[src/rtl/serial_sub16_pkg.sv]
// Shared constants, FSM state and flag payload for the nibble-serial subtractor.
package serial_sub16_pkg;

    localparam int unsigned SUB_WIDTH = 16;
    localparam int unsigned SUB_SLICE = 4;

    // Counter width for n slices; never narrower than one bit.
    function automatic int unsigned cnt_width(input int unsigned n);
        return (n > 1) ? $clog2(n) : 1;
    endfunction

    localparam int unsigned SUB_CNT_W = cnt_width(SUB_WIDTH / SUB_SLICE);

    typedef enum logic [1:0] {
        IDLE = 2'd0,
        RUN  = 2'd1,
        DONE = 2'd2
    } sub_state_t;

    typedef struct packed {
        logic bo;
        logic zero;
        logic ovf;
    } sub_flags_t;

endpackage

[src/rtl/serial_sub16_if.sv]
// Operand/result handshake bundle for serial_sub16.
interface serial_sub16_if
    import serial_sub16_pkg::*;
#(
    parameter int unsigned WIDTH = SUB_WIDTH
);
    logic             in_valid;
    logic             in_ready;
    logic [WIDTH-1:0] a;
    logic [WIDTH-1:0] b;
    logic             bi;
    logic             out_valid;
    logic             out_ready;
    logic [WIDTH-1:0] diff;
    logic             bo;
    logic             zero;
    logic             ovf;

    modport slave (
        input  in_valid, a, b, bi, out_ready,
        output in_ready, out_valid, diff, bo, zero, ovf
    );

    modport master (
        output in_valid, a, b, bi, out_ready,
        input  in_ready, out_valid, diff, bo, zero, ovf
    );
endinterface

[src/rtl/serial_sub16_sub4bit.sv]
// Combinational W-bit subtract slice with borrow in/out.
module sub4bit #(
    parameter int unsigned W = 4
) (
    input  logic [W-1:0] a,
    input  logic [W-1:0] b,
    input  logic         bi,
    output logic [W-1:0] d,
    output logic         bo
);
    // One extra bit captures the borrow: a negative result wraps with bit W set.
    logic [W:0] full;

    always_comb begin
        full = (W+1)'(a) - (W+1)'(b) - (W+1)'(bi);
        d    = full[W-1:0];
        bo   = full[W];
    end
endmodule

[src/rtl/serial_sub16.sv]
// Nibble-serial a - b - bi: one slice per clock through a single registered borrow,
// valid/ready on both sides, with borrow/zero/overflow flags latched on completion.
module serial_sub16
    import serial_sub16_pkg::*;
#(
    parameter int unsigned WIDTH = SUB_WIDTH,
    parameter int unsigned SLICE = SUB_SLICE  // WIDTH must be a multiple of SLICE
) (
    input  logic          clk,
    input  logic          rst_n,
    serial_sub16_if.slave bus
);
    localparam int unsigned NSLICE = WIDTH / SLICE;
    localparam int unsigned CNT_W  = cnt_width(NSLICE);
    localparam logic [CNT_W-1:0] LAST = CNT_W'(NSLICE - 1);

    sub_state_t state_q, state_d;
    logic [CNT_W-1:0] cnt_q, cnt_d;
    logic [NSLICE-1:0][SLICE-1:0] a_q, a_d;
    logic [NSLICE-1:0][SLICE-1:0] b_q, b_d;
    logic [NSLICE-1:0][SLICE-1:0] diff_q, diff_d;
    logic borrow_q, borrow_d;
    sub_flags_t flags_q, flags_d;
    logic in_ready_q, in_ready_d;
    logic out_valid_q, out_valid_d;

    logic [SLICE-1:0] slice_d;
    logic             slice_bo;

    sub4bit #(
        .W (SLICE)
    ) u_slice (
        .a  (a_q[cnt_q]),
        .b  (b_q[cnt_q]),
        .bi (borrow_q),
        .d  (slice_d),
        .bo (slice_bo)
    );

    // Next-state, datapath updates and registered handshake outputs.
    always_comb begin
        state_d     = state_q;
        cnt_d       = cnt_q;
        a_d         = a_q;
        b_d         = b_q;
        borrow_d    = borrow_q;
        diff_d      = diff_q;
        flags_d     = flags_q;
        in_ready_d  = 1'b0;
        out_valid_d = 1'b0;

        unique case (state_q)
            IDLE: begin
                if (bus.in_valid && in_ready_q) begin
                    a_d      = bus.a;
                    b_d      = bus.b;
                    borrow_d = bus.bi;
                    cnt_d    = '0;
                    state_d  = RUN;
                end
            end
            RUN: begin
                diff_d[cnt_q] = slice_d;
                borrow_d      = slice_bo;
                if (cnt_q == LAST) begin
                    flags_d.bo   = slice_bo;
                    flags_d.zero = ~|diff_d;
                    flags_d.ovf  = (a_q[NSLICE-1][SLICE-1] != b_q[NSLICE-1][SLICE-1]) &&
                                   (diff_d[NSLICE-1][SLICE-1] != a_q[NSLICE-1][SLICE-1]);
                    state_d      = DONE;
                end else begin
                    cnt_d = cnt_q + CNT_W'(1);
                end
            end
            DONE: begin
                if (bus.out_ready) begin
                    state_d = IDLE;
                end
            end
            default: state_d = IDLE;
        endcase

        in_ready_d  = (state_d == IDLE);
        out_valid_d = (state_d == DONE);
    end

    always_ff @(posedge clk) begin
        if (!rst_n) begin
            state_q     <= IDLE;
            cnt_q       <= '0;
            a_q         <= '0;
            b_q         <= '0;
            borrow_q    <= 1'b0;
            diff_q      <= '0;
            flags_q     <= '0;
            in_ready_q  <= 1'b0;
            out_valid_q <= 1'b0;
        end else begin
            state_q     <= state_d;
            cnt_q       <= cnt_d;
            a_q         <= a_d;
            b_q         <= b_d;
            borrow_q    <= borrow_d;
            diff_q      <= diff_d;
            flags_q     <= flags_d;
            in_ready_q  <= in_ready_d;
            out_valid_q <= out_valid_d;
        end
    end

    assign bus.in_ready  = in_ready_q;
    assign bus.out_valid = out_valid_q;
    assign bus.diff      = diff_q;
    assign bus.bo        = flags_q.bo;
    assign bus.zero      = flags_q.zero;
    assign bus.ovf       = flags_q.ovf;

endmodule

[src/flat_wrapper.sv]
// flat-port wrapper written by rule: the top's interface ports become plain ports
module serial_sub16_flat import serial_sub16_pkg::*;
#(
    parameter int unsigned WIDTH = SUB_WIDTH,
    parameter int unsigned SLICE = SUB_SLICE                                      
)
  (clk, rst_n, bus_in_valid, bus_a, bus_b, bus_bi, bus_out_ready, bus_in_ready, bus_out_valid, bus_diff, bus_bo, bus_zero, bus_ovf);
  serial_sub16_if #(.WIDTH(WIDTH)) bus_i ();
  input  logic clk;
  input  logic rst_n;
  input wire logic [$bits(bus_i.in_valid)-1:0] bus_in_valid;
  input wire logic [$bits(bus_i.a)-1:0] bus_a;
  input wire logic [$bits(bus_i.b)-1:0] bus_b;
  input wire logic [$bits(bus_i.bi)-1:0] bus_bi;
  input wire logic [$bits(bus_i.out_ready)-1:0] bus_out_ready;
  output wire logic [$bits(bus_i.in_ready)-1:0] bus_in_ready;
  output wire logic [$bits(bus_i.out_valid)-1:0] bus_out_valid;
  output wire logic [$bits(bus_i.diff)-1:0] bus_diff;
  output wire logic [$bits(bus_i.bo)-1:0] bus_bo;
  output wire logic [$bits(bus_i.zero)-1:0] bus_zero;
  output wire logic [$bits(bus_i.ovf)-1:0] bus_ovf;
  assign bus_i.in_valid = bus_in_valid;
  assign bus_i.a = bus_a;
  assign bus_i.b = bus_b;
  assign bus_i.bi = bus_bi;
  assign bus_i.out_ready = bus_out_ready;
  assign bus_in_ready = bus_i.in_ready;
  assign bus_out_valid = bus_i.out_valid;
  assign bus_diff = bus_i.diff;
  assign bus_bo = bus_i.bo;
  assign bus_zero = bus_i.zero;
  assign bus_ovf = bus_i.ovf;
  serial_sub16 #(.WIDTH(WIDTH), .SLICE(SLICE)) u_core (.clk(clk), .rst_n(rst_n), .bus(bus_i));
endmodule
[config.mk]
export PLATFORM = sky130hd
export DESIGN_NAME = serial_sub16_flat
export DESIGN_NICKNAME = d
export VERILOG_FILES = /design/src/rtl/serial_sub16_pkg.sv /design/src/rtl/serial_sub16_if.sv /design/src/rtl/serial_sub16_sub4bit.sv /design/src/rtl/serial_sub16.sv /design/src/flat_wrapper.sv
export SDC_FILE = /design/constraint.sdc
export NUM_CORES = 1
export LEC_CHECK = 0
export CAP_MARGIN = 0
export CORE_MARGIN = 5
export CORE_UTILIZATION = 50
export CTS_BUF_LIST = sky130_fd_sc_hd__clkbuf_4 sky130_fd_sc_hd__clkbuf_8 sky130_fd_sc_hd__clkbuf_16
export DETAILED_ROUTE_END_ITERATION = 10
export HOLD_SLACK_MARGIN = 0.03
export PLACE_DENSITY = 0.79
export SLEW_MARGIN = 30
export SYNTH_ARGS = -nofsm -noshare
export SYNTH_HDL_FRONTEND = slang
export SYNTH_SLANG_ARGS = --single-unit
[constraint.sdc]
create_clock -name clk -period 3.8 [get_ports clk]
set_input_delay 0.76 -clock clk [delete_from_list [all_inputs] [get_ports clk]]
set_output_delay 0.76 -clock clk [all_outputs]
set_load 0.01 [all_outputs]
==> impl_results.html, run 1 <==
<table>
<tr><th>Metric</th><th>Value</th></tr>
<tr><th colspan="2">Drt</th></tr>
<tr><td>Wire length after detailed routing</td><td>5.74 mm</td></tr>
<tr><td>Number of remaining DRC errors</td><td>0</td></tr>
<tr><td>DRT antenna net count</td><td>0</td></tr>
<tr><td>Vias post-DR</td><td>2218</td></tr>
<tr><td>1st-pass router iterations</td><td>4</td></tr>
<tr><td>Drt initial violations</td><td>94</td></tr>
<tr><td>Mean number of vias per cell</td><td>5.21</td></tr>
<tr><td>Detailed-route wire length per cell</td><td>13.5 µm</td></tr>
<tr><th colspan="2">Clocking</th></tr>
<tr><td>Cts bufs inserted</td><td>9</td></tr>
<tr><td>Clock latency on the worst-skew pair</td><td>350 ps</td></tr>
<tr><td>Clock-pin slew on the worst setup and hold paths</td><td>60 ps</td></tr>
<tr><td>Root buffer cell</td><td>sky130_fd_sc_hd__clkbuf_8</td></tr>
<tr><td>Clock tree from TritonCTS</td><td>yes</td></tr>
<tr><td>Maximum clock insertion buffer count</td><td>2</td></tr>
<tr><td>Hold-fix buffers, CTS</td><td>0</td></tr>
<tr><td>PostCTS Resize Cnt</td><td>0</td></tr>
<tr><td>CTS H-tree depth</td><td>3</td></tr>
<tr><td>Number of clock sinks</td><td>58</td></tr>
<tr><td>Total setup buffers inserted after CTS</td><td>0</td></tr>
<tr><th colspan="2">Cells and area</th></tr>
<tr><td>Fill cell count</td><td>449</td></tr>
<tr><td>Final net count</td><td>398</td></tr>
<tr><td>Final instance count without filler cells</td><td>426</td></tr>
<tr><td>Antenna diode count</td><td>0</td></tr>
<tr><td>Fraction of final layout cells sized beyond drive strength 1</td><td>8.99%</td></tr>
<tr><td>Finished Cell Area</td><td>3390 µm²</td></tr>
<tr><td>Layout Area Growth over Synthesis</td><td>30.5%</td></tr>
<tr><th colspan="2">STA</th></tr>
<tr><td>Relative slew margins</td><td>62.3%</td></tr>
<tr><td>Actual transition at the worst max-transition pin</td><td>565 ps</td></tr>
<tr><td>Smallest hold slack</td><td>455 ps</td></tr>
<tr><td>Final setup violation count</td><td>0</td></tr>
<tr><td>Hold Vio Cnt, Final</td><td>0</td></tr>
<tr><td>Time the final worst path needs with I/O delays and setup</td><td>3120 ps</td></tr>
<tr><td>Post-route fraction of the period consumed by the critical path</td><td>82.0%</td></tr>
<tr><td>Fmax</td><td>321 MHz</td></tr>
<tr><td>Final setup TNS</td><td>0 ps</td></tr>
<tr><td>Skew final</td><td>8.45 ps</td></tr>
<tr><td>Slew Limit Fails</td><td>0</td></tr>
<tr><td>Setup repair after global routing missed its margin</td><td>no</td></tr>
<tr><th colspan="2">Power and ir drop</th></tr>
<tr><td>Part of the total power dissipated in combinational logic</td><td>16.6%</td></tr>
<tr><td>Clk network pwr share</td><td>36.4%</td></tr>
<tr><td>Cell area power density</td><td>410 nW/µm²</td></tr>
<tr><td>Relative contribution of sequential cells to total power</td><td>47.1%</td></tr>
<tr><td>Largest voltage drop on the vdd net</td><td>0.198 mV</td></tr>
<tr><td>Internal power</td><td>1.02 mW</td></tr>
<tr><td>Lkg Pwr</td><td>1.19 nW</td></tr>
<tr><td>Net Sw Frac</td><td>26.4%</td></tr>
<tr><td>Total Power</td><td>1.39 mW</td></tr>
<tr><td>Switching Power</td><td>0.367 mW</td></tr>
<tr><th colspan="2">Placement</th></tr>
<tr><td>Cell Area, Placed</td><td>3220 µm²</td></tr>
<tr><td>Total placed cells including tap cells</td><td>410</td></tr>
<tr><td>PortBufs</td><td>57</td></tr>
<tr><td>HPWL reported at the end of detailed placement</td><td>4.21 mm</td></tr>
<tr><td>Final GP Congestion</td><td>0.871</td></tr>
<tr><th colspan="2">Yosys</th></tr>
<tr><td>Most common cell in the synthesized netlist</td><td>sky130_fd_sc_hd__nand2_1</td></tr>
<tr><td>Cell area after synthesis</td><td>2600 µm²</td></tr>
<tr><td>Main area contributors after synthesis</td><td>sky130_fd_sc_hd__dfxtp_1, sky130_fd_sc_hd__nand2_1, sky130_fd_sc_hd__a21oi_1</td></tr>
<tr><td>Leading cell types by count after synthesis</td><td>sky130_fd_sc_hd__nand2_1, sky130_fd_sc_hd__dfxtp_1, sky130_fd_sc_hd__a21oi_1</td></tr>
<tr><td>Average instance area after synthesis</td><td>8.69 µm²</td></tr>
<tr><td>Net Count, Synth</td><td>346</td></tr>
<tr><td>Async set-or-reset flop fraction in the synthesized netlist</td><td>0%</td></tr>
<tr><td>Dominant cell type by area after synthesis</td><td>sky130_fd_sc_hd__dfxtp_1</td></tr>
<tr><td>Warnings from Yosys</td><td>0</td></tr>
<tr><td>Sequential fraction of the synthesis area</td><td>44.7%</td></tr>
<tr><td>Number of enable-type register cells in the synthesized netlist</td><td>0</td></tr>
<tr><td>Most frequently used flop master after synthesis</td><td>sky130_fd_sc_hd__dfxtp_1</td></tr>
<tr><td>Cell variety after synth</td><td>40</td></tr>
<tr><td>Share of the synthesized area in the top cell type</td><td>44.7%</td></tr>
<tr><td>Gate Count Post-Synth</td><td>299</td></tr>
<tr><td>Register bit total from synthesis</td><td>58</td></tr>
<tr><th colspan="2">Critical path</th></tr>
<tr><td>Critical path destination</td><td>u_core.bus.zero</td></tr>
<tr><td>Crit Path Category</td><td>flop to flop</td></tr>
<tr><td>Critical path fanouts, max</td><td>11</td></tr>
<tr><td>Worst EP arrival</td><td>3370 ps</td></tr>
<tr><td>Worst setup EP type</td><td>flop</td></tr>
<tr><td>Reg-to-reg endpoint</td><td>u_core.bus.zero</td></tr>
<tr><td>CP cell instances</td><td>buf_4 -&gt; mux4_2 -&gt; inv_1 -&gt; fa_1 -&gt; inv_1 -&gt; ha_1 -&gt; or4b_1 -&gt; a2bb2oi_2 -&gt; and3_1 -&gt; o41ai_2</td></tr>
<tr><td>Path depth of the worst reg2reg path</td><td>10</td></tr>
<tr><td>Delay of the slowest critical-path stage</td><td>550 ps</td></tr>
<tr><td>Category of the worst setup path launch point</td><td>flop</td></tr>
<tr><td>Critical path required time</td><td>4060 ps</td></tr>
<tr><td>Worst-case register-to-register setup slack</td><td>680 ps</td></tr>
<tr><td>Launch point of the critical path</td><td>u_core.cnt_q[0]</td></tr>
<tr><td>Reg-to-reg startpoint</td><td>u_core.cnt_q[0]</td></tr>
<tr><td>CP max-delay cell</td><td>sky130_fd_sc_hd__dfxtp_1</td></tr>
<tr><td>Most used cell along the critical path</td><td>sky130_fd_sc_hd__inv_1</td></tr>
<tr><th colspan="2">Global routing</th></tr>
<tr><td>Largest net degree at the start of global routing</td><td>57</td></tr>
<tr><td>Via count of the first global-routing pass</td><td>2084</td></tr>
<tr><td>Aggregate global routing overflow</td><td>0</td></tr>
<tr><td>Global-route wire length before repair</td><td>9.35 mm</td></tr>
<tr><td>Overall track demand over capacity in global routing</td><td>18.7%</td></tr>
<tr><td>Initial antenna violation count</td><td>0</td></tr>
<tr><th colspan="2">Floorplan</th></tr>
<tr><td>Core Rows</td><td>26</td></tr>
<tr><td>Core footprint</td><td>5070 µm²</td></tr>
<tr><td>I/O pin count</td><td>58</td></tr>
<tr><td>Die X</td><td>82.1 µm</td></tr>
<tr><td>Starting Density</td><td>51.2%</td></tr>
<tr><td>Die height</td><td>82.1 µm</td></tr>
<tr><td>Die area</td><td>6740 µm²</td></tr>
<tr><th colspan="2">Worst hold path</th></tr>
<tr><td>Class of the tightest hold or removal check</td><td>flop to flop</td></tr>
<tr><th colspan="2">Flow run</th></tr>
<tr><td>Maximum capacitance violations</td><td>0</td></tr>
<tr><th colspan="2">Status</th></tr>
<tr><td>Run status</td><td>finished clean</td></tr>
</table>
[placed cells by master, fill, tap and decap left out, types with 3 or more instances in the layout]
master                            count
sky130_fd_sc_hd__mux2i_1              4
sky130_fd_sc_hd__mux4_2               7
sky130_fd_sc_hd__ha_1                 8
sky130_fd_sc_hd__nor2_1              20
sky130_fd_sc_hd__dfxtp_1             58
sky130_fd_sc_hd__inv_1               11
sky130_fd_sc_hd__clkdlybuf4s50_1     57
sky130_fd_sc_hd__nor4_1               3
sky130_fd_sc_hd__nand3_1              4
sky130_fd_sc_hd__buf_4                4
sky130_fd_sc_hd__nand2_1             72
sky130_fd_sc_hd__nand4_1              5
sky130_fd_sc_hd__clkbuf_4             3
sky130_fd_sc_hd__and2_1               4
sky130_fd_sc_hd__nand2b_1             5
sky130_fd_sc_hd__a21oi_1             39
sky130_fd_sc_hd__clkinv_2             3
sky130_fd_sc_hd__clkbuf_8            10
sky130_fd_sc_hd__a211oi_1            11
[sequential cells by signal (all words and copies together), names as in the netlist, 2 cells and up]
register / flops
u_core.a_q: 16
u_core.b_q: 16
u_core.bus.diff: 16
u_core.cnt_q: 2
u_core.state_q: 2
[per-layer routing]
metal	global-route usage [%]	part of all wire (%)	wire length (µm)	vias to the layer above
li1	-	-	-	1132
met3	5.92	7.0	402	10
met1	21.2	43	2490	1010
met4	11.6	2.3	133	0
met5	0	0	0	-
met2	30.3	47	2710	66
[worst max-delay path, delay by kind of cell, from the launching register on]
kind	cells	cell delay (ps)
simple gates	2	680
flops	1	550
mux	1	500
compound gates	2	470
fa+ha+maj	2	420
buf+inv	3	390
[logic make-up (layout without fill, tap and decap cells)]
| logic type | Yosys count | count (layout) | synth area share (%) |
|---|---|---|---|
| xor gates and xnor gates | 2 | 2 | 0.674 |
| and+or+nand+nor | 127 | 127 | 22.3 |
| muxes | 12 | 12 | 8.04 |
| adders and majority gates | 10 | 10 | 5.40 |
| DFF | 58 | 58 | 44.7 |
| AOI/OAI and AO/OA | 59 | 59 | 14.0 |
| buffers and inverters | 31 | 88 | 4.87 |
[power groups by stage]
| stage | clock [mW] | combinational (mW) | sequential, mW |
|---|---|---|---|
| CTS | 0.511 | 0.231 | 0.654 |
| global route | 0.549 | 0.256 | 0.658 |
| global placement | 0 | 0.224 | 0.667 |
| floorplan | 0 | 0.148 | 0.662 |
| detailed placement | 0 | 0.230 | 0.668 |
| finish | 0.505 | 0.230 | 0.654 |
[stage by stage]
stage          utilization [%]  worst slack [ps]
5_1_grt                   66.8               439
4_1_cts                   66.8               656
3_3_place_gp              63.4               727
6_report                  66.8               684
2_1_floorplan                -               691
3_5_place_dp              63.4               655
[how the worst min path moves through the flow]
stage	from	endpoint	cells past startpoint
after global placement	u_core.a_q[1]	u_core.a_q[1]	2
after detailed placement	u_core.a_q[11]	u_core.a_q[11]	2
final	u_core.b_q[13]	u_core.b_q[13]	2
after CTS	u_core.a_q[11]	u_core.a_q[11]	2
after global routing	u_core.b_q[0]	u_core.b_q[0]	2
after floorplan	u_core.a_q[9]	u_core.a_q[9]	2
[area by class of cell]
cell class	count	area, µm²	area share, %
clock buffer	13	160	4.72
clock inverter	3	15.0	0.443
inverter	11	41.3	1.22
multi-input combinational	210	1330	39.1
sequential	58	1160	34.2
tap	70	87.6	2.58
timing repair buffer	61	601	17.7
No activity file was read; power rests on OpenSTA's default activity.
==> run 2: changes to the inputs <==
- CORE_UTILIZATION: 50 -> 45
- PLACE_DENSITY: 0.79 -> 0.75
- clock period: 3.8 -> 2.6 ns (I/O delays scaled with it)
==> impl_results.html, run 2 (synthesized netlist as in run 1, its figures left out) <==
<table>
<tr><th>Metric</th><th>Value</th></tr>
<tr><th colspan="2">Status</th></tr>
<tr><td>Run status</td><td>finished with violations</td></tr>
<tr><td>Violated checks</td><td>negative setup slack</td></tr>
<tr><th colspan="2">STA</th></tr>
<tr><td>Slew Limit Fails</td><td>0</td></tr>
<tr><td>Post-route fraction of the period consumed by the critical path</td><td>106%</td></tr>
<tr><td>Actual transition at the worst max-transition pin</td><td>556 ps</td></tr>
<tr><td>Smallest hold slack</td><td>456 ps</td></tr>
<tr><td>Setup repair after global routing missed its margin</td><td>yes</td></tr>
<tr><td>Final setup TNS</td><td>-349 ps</td></tr>
<tr><td>Relative slew margins</td><td>62.9%</td></tr>
<tr><td>Fmax</td><td>364 MHz</td></tr>
<tr><td>Final setup violation count</td><td>6</td></tr>
<tr><td>Skew final</td><td>12.8 ps</td></tr>
<tr><td>Hold Vio Cnt, Final</td><td>0</td></tr>
<tr><td>Time the final worst path needs with I/O delays and setup</td><td>2750 ps</td></tr>
<tr><td>Final WS setup</td><td>-146 ps</td></tr>
<tr><th colspan="2">Worst hold path</th></tr>
<tr><td>Hold Crit Start</td><td>u_core.a_q[6]</td></tr>
<tr><td>Cell depth of the worst min-delay path</td><td>2</td></tr>
<tr><td>Hold worst-path end</td><td>u_core.a_q[6]</td></tr>
<tr><td>Class of the tightest hold or removal check</td><td>flop to flop</td></tr>
<tr><th colspan="2">Cells and area</th></tr>
<tr><td>Final net count</td><td>415</td></tr>
<tr><td>Commonest non-fill, non-tap cell in the layout</td><td>sky130_fd_sc_hd__nand2_1</td></tr>
<tr><td>Layout Area Growth over Synthesis</td><td>40.6%</td></tr>
<tr><td>Fraction of final layout cells sized beyond drive strength 1</td><td>16.4%</td></tr>
<tr><td>Final instance count without filler cells</td><td>445</td></tr>
<tr><td>Commonest non-fill, non-tap cells in the layout</td><td>sky130_fd_sc_hd__nand2_1, sky130_fd_sc_hd__clkdlybuf4s50_1, sky130_fd_sc_hd__dfxtp_1</td></tr>
<tr><td>Antenna diode count</td><td>0</td></tr>
<tr><th colspan="2">Drt</th></tr>
<tr><td>Number of remaining DRC errors</td><td>0</td></tr>
<tr><td>Vias post-DR</td><td>2275</td></tr>
<tr><td>Drt initial violations</td><td>155</td></tr>
<tr><td>1st-pass router iterations</td><td>4</td></tr>
<tr><td>DRT antenna net count</td><td>0</td></tr>
<tr><td>Mean number of vias per cell</td><td>5.11</td></tr>
<tr><td>Wire length after detailed routing</td><td>5.97 mm</td></tr>
<tr><td>Detailed-route wire length per cell</td><td>13.4 µm</td></tr>
<tr><th colspan="2">Critical path</th></tr>
<tr><td>Crit Path Category</td><td>flop to flop</td></tr>
<tr><td>Category of the worst setup path launch point</td><td>flop</td></tr>
<tr><td>Worst-case register-to-register setup slack</td><td>-150 ps</td></tr>
<tr><td>Critical path required time</td><td>2840 ps</td></tr>
<tr><td>Reg-to-reg endpoint</td><td>u_core.bus.zero</td></tr>
<tr><td>Worst setup EP type</td><td>flop</td></tr>
<tr><td>Critical path fanouts, max</td><td>8</td></tr>
<tr><td>Path depth of the worst reg2reg path</td><td>8</td></tr>
<tr><td>Reg-to-reg startpoint</td><td>u_core.cnt_q[0]</td></tr>
<tr><td>Worst EP arrival</td><td>2990 ps</td></tr>
<tr><th colspan="2">Floorplan</th></tr>
<tr><td>Die area</td><td>7390 µm²</td></tr>
<tr><td>Starting Density</td><td>46.6%</td></tr>
<tr><td>Core footprint</td><td>5570 µm²</td></tr>
<tr><td>Die X</td><td>86.0 µm</td></tr>
<tr><td>Core Rows</td><td>27</td></tr>
<tr><td>Die height</td><td>86.0 µm</td></tr>
<tr><td>I/O pin count</td><td>58</td></tr>
<tr><th colspan="2">Global routing</th></tr>
<tr><td>Largest net degree at the start of global routing</td><td>57</td></tr>
<tr><td>Met3 GRT Util</td><td>3.75%</td></tr>
<tr><td>Aggregate global routing overflow</td><td>0</td></tr>
<tr><td>Met1 Use GR</td><td>21.3%</td></tr>
<tr><td>Busiest metal layer after global routing</td><td>met2</td></tr>
<tr><td>Met2 global-route usage</td><td>28.5%</td></tr>
<tr><td>Via count of the first global-routing pass</td><td>2339</td></tr>
<tr><td>Initial antenna violation count</td><td>0</td></tr>
<tr><td>Overall track demand over capacity in global routing</td><td>17.4%</td></tr>
<tr><td>Global-route wire length before repair</td><td>10.2 mm</td></tr>
<tr><th colspan="2">Clocking</th></tr>
<tr><td>Clock latency on the worst-skew pair</td><td>350 ps</td></tr>
<tr><td>Maximum clock insertion buffer count</td><td>2</td></tr>
<tr><td>Root buffer cell</td><td>sky130_fd_sc_hd__clkbuf_8</td></tr>
<tr><td>Number of clock sinks</td><td>58</td></tr>
<tr><td>CTS H-tree depth</td><td>3</td></tr>
<tr><td>Cts bufs inserted</td><td>9</td></tr>
<tr><td>Clock tree from TritonCTS</td><td>yes</td></tr>
<tr><td>Clock-pin slew on the worst setup and hold paths</td><td>60 ps</td></tr>
<tr><td>Hold-fix buffers, CTS</td><td>0</td></tr>
<tr><th colspan="2">Power and ir drop</th></tr>
<tr><td>Largest voltage drop on the vdd net</td><td>0.496 mV</td></tr>
<tr><td>Lkg Pwr</td><td>1.30 nW</td></tr>
<tr><td>Cell area power density</td><td>641 nW/µm²</td></tr>
<tr><td>Total Power</td><td>2.34 mW</td></tr>
<tr><th colspan="2">Placement</th></tr>
<tr><td>HPWL reported at the end of detailed placement</td><td>4.34 mm</td></tr>
<tr><td>Worst setup timing slack at the placement stage</td><td>-227 ps</td></tr>
<tr><td>Total placed cells including tap cells</td><td>427</td></tr>
<tr><td>PortBufs</td><td>57</td></tr>
<tr><td>Final GP Congestion</td><td>0.853</td></tr>
<tr><th colspan="2">Flow run</th></tr>
<tr><td>Maximum capacitance violations</td><td>0</td></tr>
</table>
## run 2: worst max-delay path, cell delays in order (launching register included)
cell                        delay [ps]
sky130_fd_sc_hd__dfxtp_4           420
sky130_fd_sc_hd__mux4_2            550
sky130_fd_sc_hd__ha_4              280
sky130_fd_sc_hd__inv_2              40
sky130_fd_sc_hd__ha_4              230
sky130_fd_sc_hd__or4b_4            510
sky130_fd_sc_hd__a2bb2oi_2         150
sky130_fd_sc_hd__and3_1            170
sky130_fd_sc_hd__o41ai_2           300
## run 2: per-stage QoR
step	utilization, %	area (µm²)
after floorplan	-	2630
after global placement	60.1	3350
after detailed placement	60.1	3350
after CTS	65.1	3630
after global routing	65.5	3650
final	65.5	3650
## run 2: per-layer routing
| layer | vias to the layer above | share of wire (%) |
|---|---|---|
| li1 | 1164 | - |
| met1 | 1054 | 45 |
| met2 | 47 | 48 |
| met3 | 10 | 5.0 |
| met4 | 0 | 2.2 |
| met5 | - | 0 |
## run 2: layout make-up
| class | count | area (µm²) |
|---|---|---|
| fill | 483 | 1920 |
| multi-input combinational | 210 | 1380 |
| sequential | 58 | 1170 |
| timing repair buffer | 78 | 732 |
| clock buffer | 12 | 165 |
| tap | 72 | 90.1 |
| clock inverter | 4 | 72.6 |
| inverter | 11 | 41.3 |
## run 2: power by group
group | switching [mW] | total [mW] | internal (mW)
clock network | 0.360 | 0.976 | 0.616
registers | 0.0271 | 0.954 | 0.926
logic | 0.193 | 0.412 | 0.219
total | 0.580 | 2.34 | 1.76
## run 2: how the worst max path moves through the flow
stage                                 end  slack [ps]             from  depth (start not counted)
final                     u_core.bus.zero        -150  u_core.cnt_q[0]                          8
after global routing      u_core.bus.zero        -260  u_core.cnt_q[0]                          8
after CTS                 u_core.bus.zero        -200  u_core.cnt_q[0]                          6
after detailed placement  u_core.bus.zero        -230  u_core.cnt_q[0]                          6
after global placement    u_core.bus.zero        -140  u_core.cnt_q[0]                          8
after floorplan           u_core.bus.zero        -210  u_core.cnt_q[0]                          7
## run 2: timing repair
| action | in CTS | in global routing |
|---|---|---|
| cloned | 0 | 0 |
| setup endpoints to repair | 6 | 6 |
| buffers inserted | 1 | 1 |
| pin swaps | 5 | 6 |
| gates resized for setup | 6 | 3 |
==> run 3: changes to the inputs <==
- ABC_AREA: unset -> 1
- CORE_UTILIZATION: 45 -> 46
- PLACE_DENSITY: 0.75 -> 0.76
==> impl_results.html, run 3 <==
<table>
<tr><th>Metric</th><th>Value</th></tr>
<tr><th colspan="2">Yosys</th></tr>
<tr><td>Main combinational cell family by area after synthesis</td><td>simple AND/OR/NAND/NOR gates</td></tr>
<tr><td>Number of enable-type register cells in the synthesized netlist</td><td>0</td></tr>
<tr><td>Sequential fraction of the synthesis area</td><td>41.5%</td></tr>
<tr><td>Most common cell in the synthesized netlist</td><td>sky130_fd_sc_hd__nor2_1</td></tr>
<tr><td>Most frequently used flop master after synthesis</td><td>sky130_fd_sc_hd__dfxtp_1</td></tr>
<tr><td>Simple-Gate Fraction of Synth Area</td><td>27.8%</td></tr>
<tr><td>Cell area after synthesis</td><td>2800 µm²</td></tr>
<tr><td>Post-synthesis share of cell area spent on xor and xnor gates</td><td>0.313%</td></tr>
<tr><td>Average instance area after synthesis</td><td>7.21 µm²</td></tr>
<tr><td>Adder-cell share of the synthesized area</td><td>5.01%</td></tr>
<tr><td>Dominant cell type by area after synthesis</td><td>sky130_fd_sc_hd__dfxtp_1</td></tr>
<tr><td>Leading cell types by count after synthesis</td><td>sky130_fd_sc_hd__nor2_1, sky130_fd_sc_hd__o21ai_0, sky130_fd_sc_hd__dfxtp_1</td></tr>
<tr><td>Cell variety after synth</td><td>34</td></tr>
<tr><td>Register bit total from synthesis</td><td>58</td></tr>
<tr><td>Fraction of synthesized area in multiplexers</td><td>0%</td></tr>
<tr><td>Main area contributors after synthesis</td><td>sky130_fd_sc_hd__dfxtp_1, sky130_fd_sc_hd__nor2_1, sky130_fd_sc_hd__o21ai_0</td></tr>
<tr><td>Share of the synthesized area in the top cell type</td><td>41.5%</td></tr>
<tr><td>Gate Count Post-Synth</td><td>388</td></tr>
<tr><td>Synth Area in Compound Gates</td><td>18.0%</td></tr>
<tr><td>Async set-or-reset flop fraction in the synthesized netlist</td><td>0%</td></tr>
<tr><td>Warnings from Yosys</td><td>0</td></tr>
<tr><td>Net Count, Synth</td><td>435</td></tr>
<tr><th colspan="2">Clocking</th></tr>
<tr><td>Number of clock sinks</td><td>58</td></tr>
<tr><td>Root buffer cell</td><td>sky130_fd_sc_hd__clkbuf_8</td></tr>
<tr><td>Cts bufs inserted</td><td>9</td></tr>
<tr><td>Clock latency on the worst-skew pair</td><td>340 ps</td></tr>
<tr><td>Hold-fix buffers, CTS</td><td>0</td></tr>
<tr><td>Maximum clock insertion buffer count</td><td>2</td></tr>
<tr><td>Clock-pin slew on the worst setup and hold paths</td><td>70 ps</td></tr>
<tr><td>CTS H-tree depth</td><td>3</td></tr>
<tr><td>Clock tree from TritonCTS</td><td>yes</td></tr>
<tr><th colspan="2">Drt</th></tr>
<tr><td>DRT antenna net count</td><td>0</td></tr>
<tr><td>Mean number of vias per cell</td><td>5.13</td></tr>
<tr><td>Wire length after detailed routing</td><td>7.08 mm</td></tr>
<tr><td>Drt initial violations</td><td>106</td></tr>
<tr><td>Number of remaining DRC errors</td><td>0</td></tr>
<tr><td>Vias post-DR</td><td>2746</td></tr>
<tr><td>Detailed-route wire length per cell</td><td>13.2 µm</td></tr>
<tr><td>1st-pass router iterations</td><td>4</td></tr>
<tr><th colspan="2">Global routing</th></tr>
<tr><td>Aggregate global routing overflow</td><td>0</td></tr>
<tr><td>Initial antenna violation count</td><td>0</td></tr>
<tr><td>Via count of the first global-routing pass</td><td>2644</td></tr>
<tr><td>Overall track demand over capacity in global routing</td><td>19.4%</td></tr>
<tr><td>Global-route wire length before repair</td><td>11.9 mm</td></tr>
<tr><td>Largest net degree at the start of global routing</td><td>34</td></tr>
<tr><th colspan="2">STA</th></tr>
<tr><td>Final setup violation count</td><td>1</td></tr>
<tr><td>Skew final</td><td>9.34 ps</td></tr>
<tr><td>Post-route fraction of the period consumed by the critical path</td><td>106%</td></tr>
<tr><td>Fmax</td><td>363 MHz</td></tr>
<tr><td>Time the final worst path needs with I/O delays and setup</td><td>2760 ps</td></tr>
<tr><td>Relative slew margins</td><td>62.2%</td></tr>
<tr><td>Hold Vio Cnt, Final</td><td>0</td></tr>
<tr><td>Final setup TNS</td><td>-158 ps</td></tr>
<tr><td>Actual transition at the worst max-transition pin</td><td>565 ps</td></tr>
<tr><td>Smallest hold slack</td><td>483 ps</td></tr>
<tr><td>Setup repair after global routing missed its margin</td><td>yes</td></tr>
<tr><td>Final WS setup</td><td>-158 ps</td></tr>
<tr><td>Slew Limit Fails</td><td>0</td></tr>
<tr><th colspan="2">Cells and area</th></tr>
<tr><td>Commonest non-fill, non-tap cell in the layout</td><td>sky130_fd_sc_hd__nor2_1</td></tr>
<tr><td>Antenna diode count</td><td>0</td></tr>
<tr><td>Fraction of final layout cells sized beyond drive strength 1</td><td>15.2%</td></tr>
<tr><td>Fill cell count</td><td>528</td></tr>
<tr><td>Final net count</td><td>502</td></tr>
<tr><td>Commonest non-fill, non-tap cells in the layout</td><td>sky130_fd_sc_hd__nor2_1, sky130_fd_sc_hd__o21ai_0, sky130_fd_sc_hd__clkdlybuf4s50_1</td></tr>
<tr><td>Layout Area Growth over Synthesis</td><td>37.2%</td></tr>
<tr><th colspan="2">Critical path</th></tr>
<tr><td>Reg-to-reg startpoint</td><td>u_core.cnt_q[0]</td></tr>
<tr><td>Critical path fanouts, max</td><td>6</td></tr>
<tr><td>Path depth of the worst reg2reg path</td><td>15</td></tr>
<tr><td>Reg-to-reg endpoint</td><td>u_core.bus.zero</td></tr>
<tr><td>Critical path required time</td><td>2870 ps</td></tr>
<tr><td>Worst-case register-to-register setup slack</td><td>-160 ps</td></tr>
<tr><td>Category of the worst setup path launch point</td><td>flop</td></tr>
<tr><td>Worst EP arrival</td><td>3030 ps</td></tr>
<tr><td>Crit Path Category</td><td>flop to flop</td></tr>
<tr><td>Worst setup EP type</td><td>flop</td></tr>
<tr><th colspan="2">Placement</th></tr>
<tr><td>Final GP Congestion</td><td>0.922</td></tr>
<tr><td>HPWL reported at the end of detailed placement</td><td>5.07 mm</td></tr>
<tr><td>PortBufs</td><td>57</td></tr>
<tr><th colspan="2">Floorplan</th></tr>
<tr><td>Starting Density</td><td>47.3%</td></tr>
<tr><td>Core Rows</td><td>28</td></tr>
<tr><td>Die area</td><td>7740 µm²</td></tr>
<tr><td>Die height</td><td>88.0 µm</td></tr>
<tr><td>Die X</td><td>88.0 µm</td></tr>
<tr><td>Core footprint</td><td>5920 µm²</td></tr>
<tr><td>I/O pin count</td><td>58</td></tr>
<tr><th colspan="2">Worst hold path</th></tr>
<tr><td>Hold Crit Start</td><td>u_core.bus.diff[6]</td></tr>
<tr><td>Class of the tightest hold or removal check</td><td>flop to flop</td></tr>
<tr><td>Hold worst-path end</td><td>u_core.bus.diff[6]</td></tr>
<tr><td>Cell depth of the worst min-delay path</td><td>2</td></tr>
<tr><th colspan="2">Power and ir drop</th></tr>
<tr><td>Largest voltage drop on the vdd net</td><td>0.381 mV</td></tr>
<tr><td>Lkg Pwr</td><td>1.62 nW</td></tr>
<tr><td>Cell area power density</td><td>693 nW/µm²</td></tr>
<tr><th colspan="2">Status</th></tr>
<tr><td>Run status</td><td>finished with violations</td></tr>
<tr><td>Violated checks</td><td>negative setup slack</td></tr>
<tr><th colspan="2">Flow run</th></tr>
<tr><td>Maximum capacitance violations</td><td>0</td></tr>
</table>
==> run 3: changes by cell type after synthesis, sizes merged, moves of 5 or more <==
cell | before | now
a211oi | 11 | 2
nand2 | 72 | 58
nand2b | 5 | 0
nor2 | 20 | 104
a21oi | 39 | 17
nand4 | 5 | 0
inv | 11 | 26
nand3 | 4 | 13
o21ai | 2 | 65
mux4 | 7 | 0
==> run 3: per-layer routing <==
metal / up-vias / wire length (µm) / global-route usage, %
li1: 1396 / - / -
met1: 1224 / 3070 / 24.5
met2: 107 / 3270 / 30.4
met3: 19 / 547 / 5.93
met4: 0 / 189 / 8.65
met5: - / 0 / 0
==> run 3: stage by stage <==
stage / setup slack (ps) / cells / util [%] / instance area [µm²] / total power, mW
2_1_floorplan: -58.2 / 388 / - / 2820 / 1.38
3_3_place_gp: 48.6 / 512 / 58.5 / 3460 / 1.55
3_5_place_dp: -92.6 / 512 / 58.5 / 3460 / 1.57
4_1_cts: -56.9 / 531 / 63.4 / 3750 / 2.63
5_1_grt: -280 / 535 / 64.8 / 3840 / 2.80
6_report: -158 / 535 / 64.8 / 3840 / 2.66
==> run 3: power breakdown <==
group          internal [mW]  switching (mW)  total (mW)
combinational          0.278           0.335       0.613
clock                  0.686           0.359        1.04
sequential             0.953          0.0477        1.00
total                   1.92           0.742        2.66
==> run 3: worst max path at each step <==
stage / startpoint / end / slack [ps] / depth (start not counted)
floorplan: u_core.cnt_q[0] / u_core.bus.zero / -60 / 18
CTS: u_core.cnt_q[0] / u_core.bus.zero / -60 / 15
finish: u_core.cnt_q[0] / u_core.bus.zero / -160 / 15
global route: u_core.cnt_q[0] / u_core.bus.zero / -280 / 15
detailed placement: u_core.cnt_q[0] / u_core.bus.zero / -90 / 14
global placement: u_core.cnt_q[0] / u_core.bus.zero / 50 / 14
==> run 3: critical path, cell delays in order (launching register included) <==
cell and delay (ps):
sky130_fd_sc_hd__dfxtp_4 410, sky130_fd_sc_hd__inv_6 50, sky130_fd_sc_hd__o21ai_1 190, sky130_fd_sc_hd__o22ai_2 130
sky130_fd_sc_hd__fa_2 430, sky130_fd_sc_hd__fa_2 580, sky130_fd_sc_hd__nand2_1 70, sky130_fd_sc_hd__o21ai_2 70
sky130_fd_sc_hd__nand2_1 70, sky130_fd_sc_hd__nor2_1 100, sky130_fd_sc_hd__nand2_1 50, sky130_fd_sc_hd__nor2_1 110
sky130_fd_sc_hd__nand3_1 90, sky130_fd_sc_hd__nor2_2 130, sky130_fd_sc_hd__nand3_2 70, sky130_fd_sc_hd__a21oi_2 130
==> run 3: logic make-up after synthesis <==
group                      count (synthesis)
AOI/OAI and AO/OA                         94
xor gates and xnor gates                   1
adders and majority gates                 10
buffers and inverters                     48
DFF                                       58
and+or+nand+nor                          177
==> run 3: timing repair <==
| action | 4_1_cts | 5_1_grt |
|---|---|---|
| gates resized for setup | 7 | 15 |
| gates cloned | 0 | 0 |
| pin swaps | 3 | 11 |
| buffers inserted | 3 | 4 |
| hold endpoints to repair | 0 | 0 |
| endpoints found under the setup margin | 1 | 4 |
==> run 3: cell type report <==
cell class / instances / area [µm²] / share of cell area, %
tap: 75 / 93.8 / 2.45
sequential: 58 / 1170 / 30.4
inverter: 28 / 111 / 2.90
timing repair buffer: 76 / 724 / 18.9
multi-input combinational: 282 / 1490 / 38.8
clock inverter: 5 / 100 / 2.61
clock buffer: 11 / 151 / 3.95
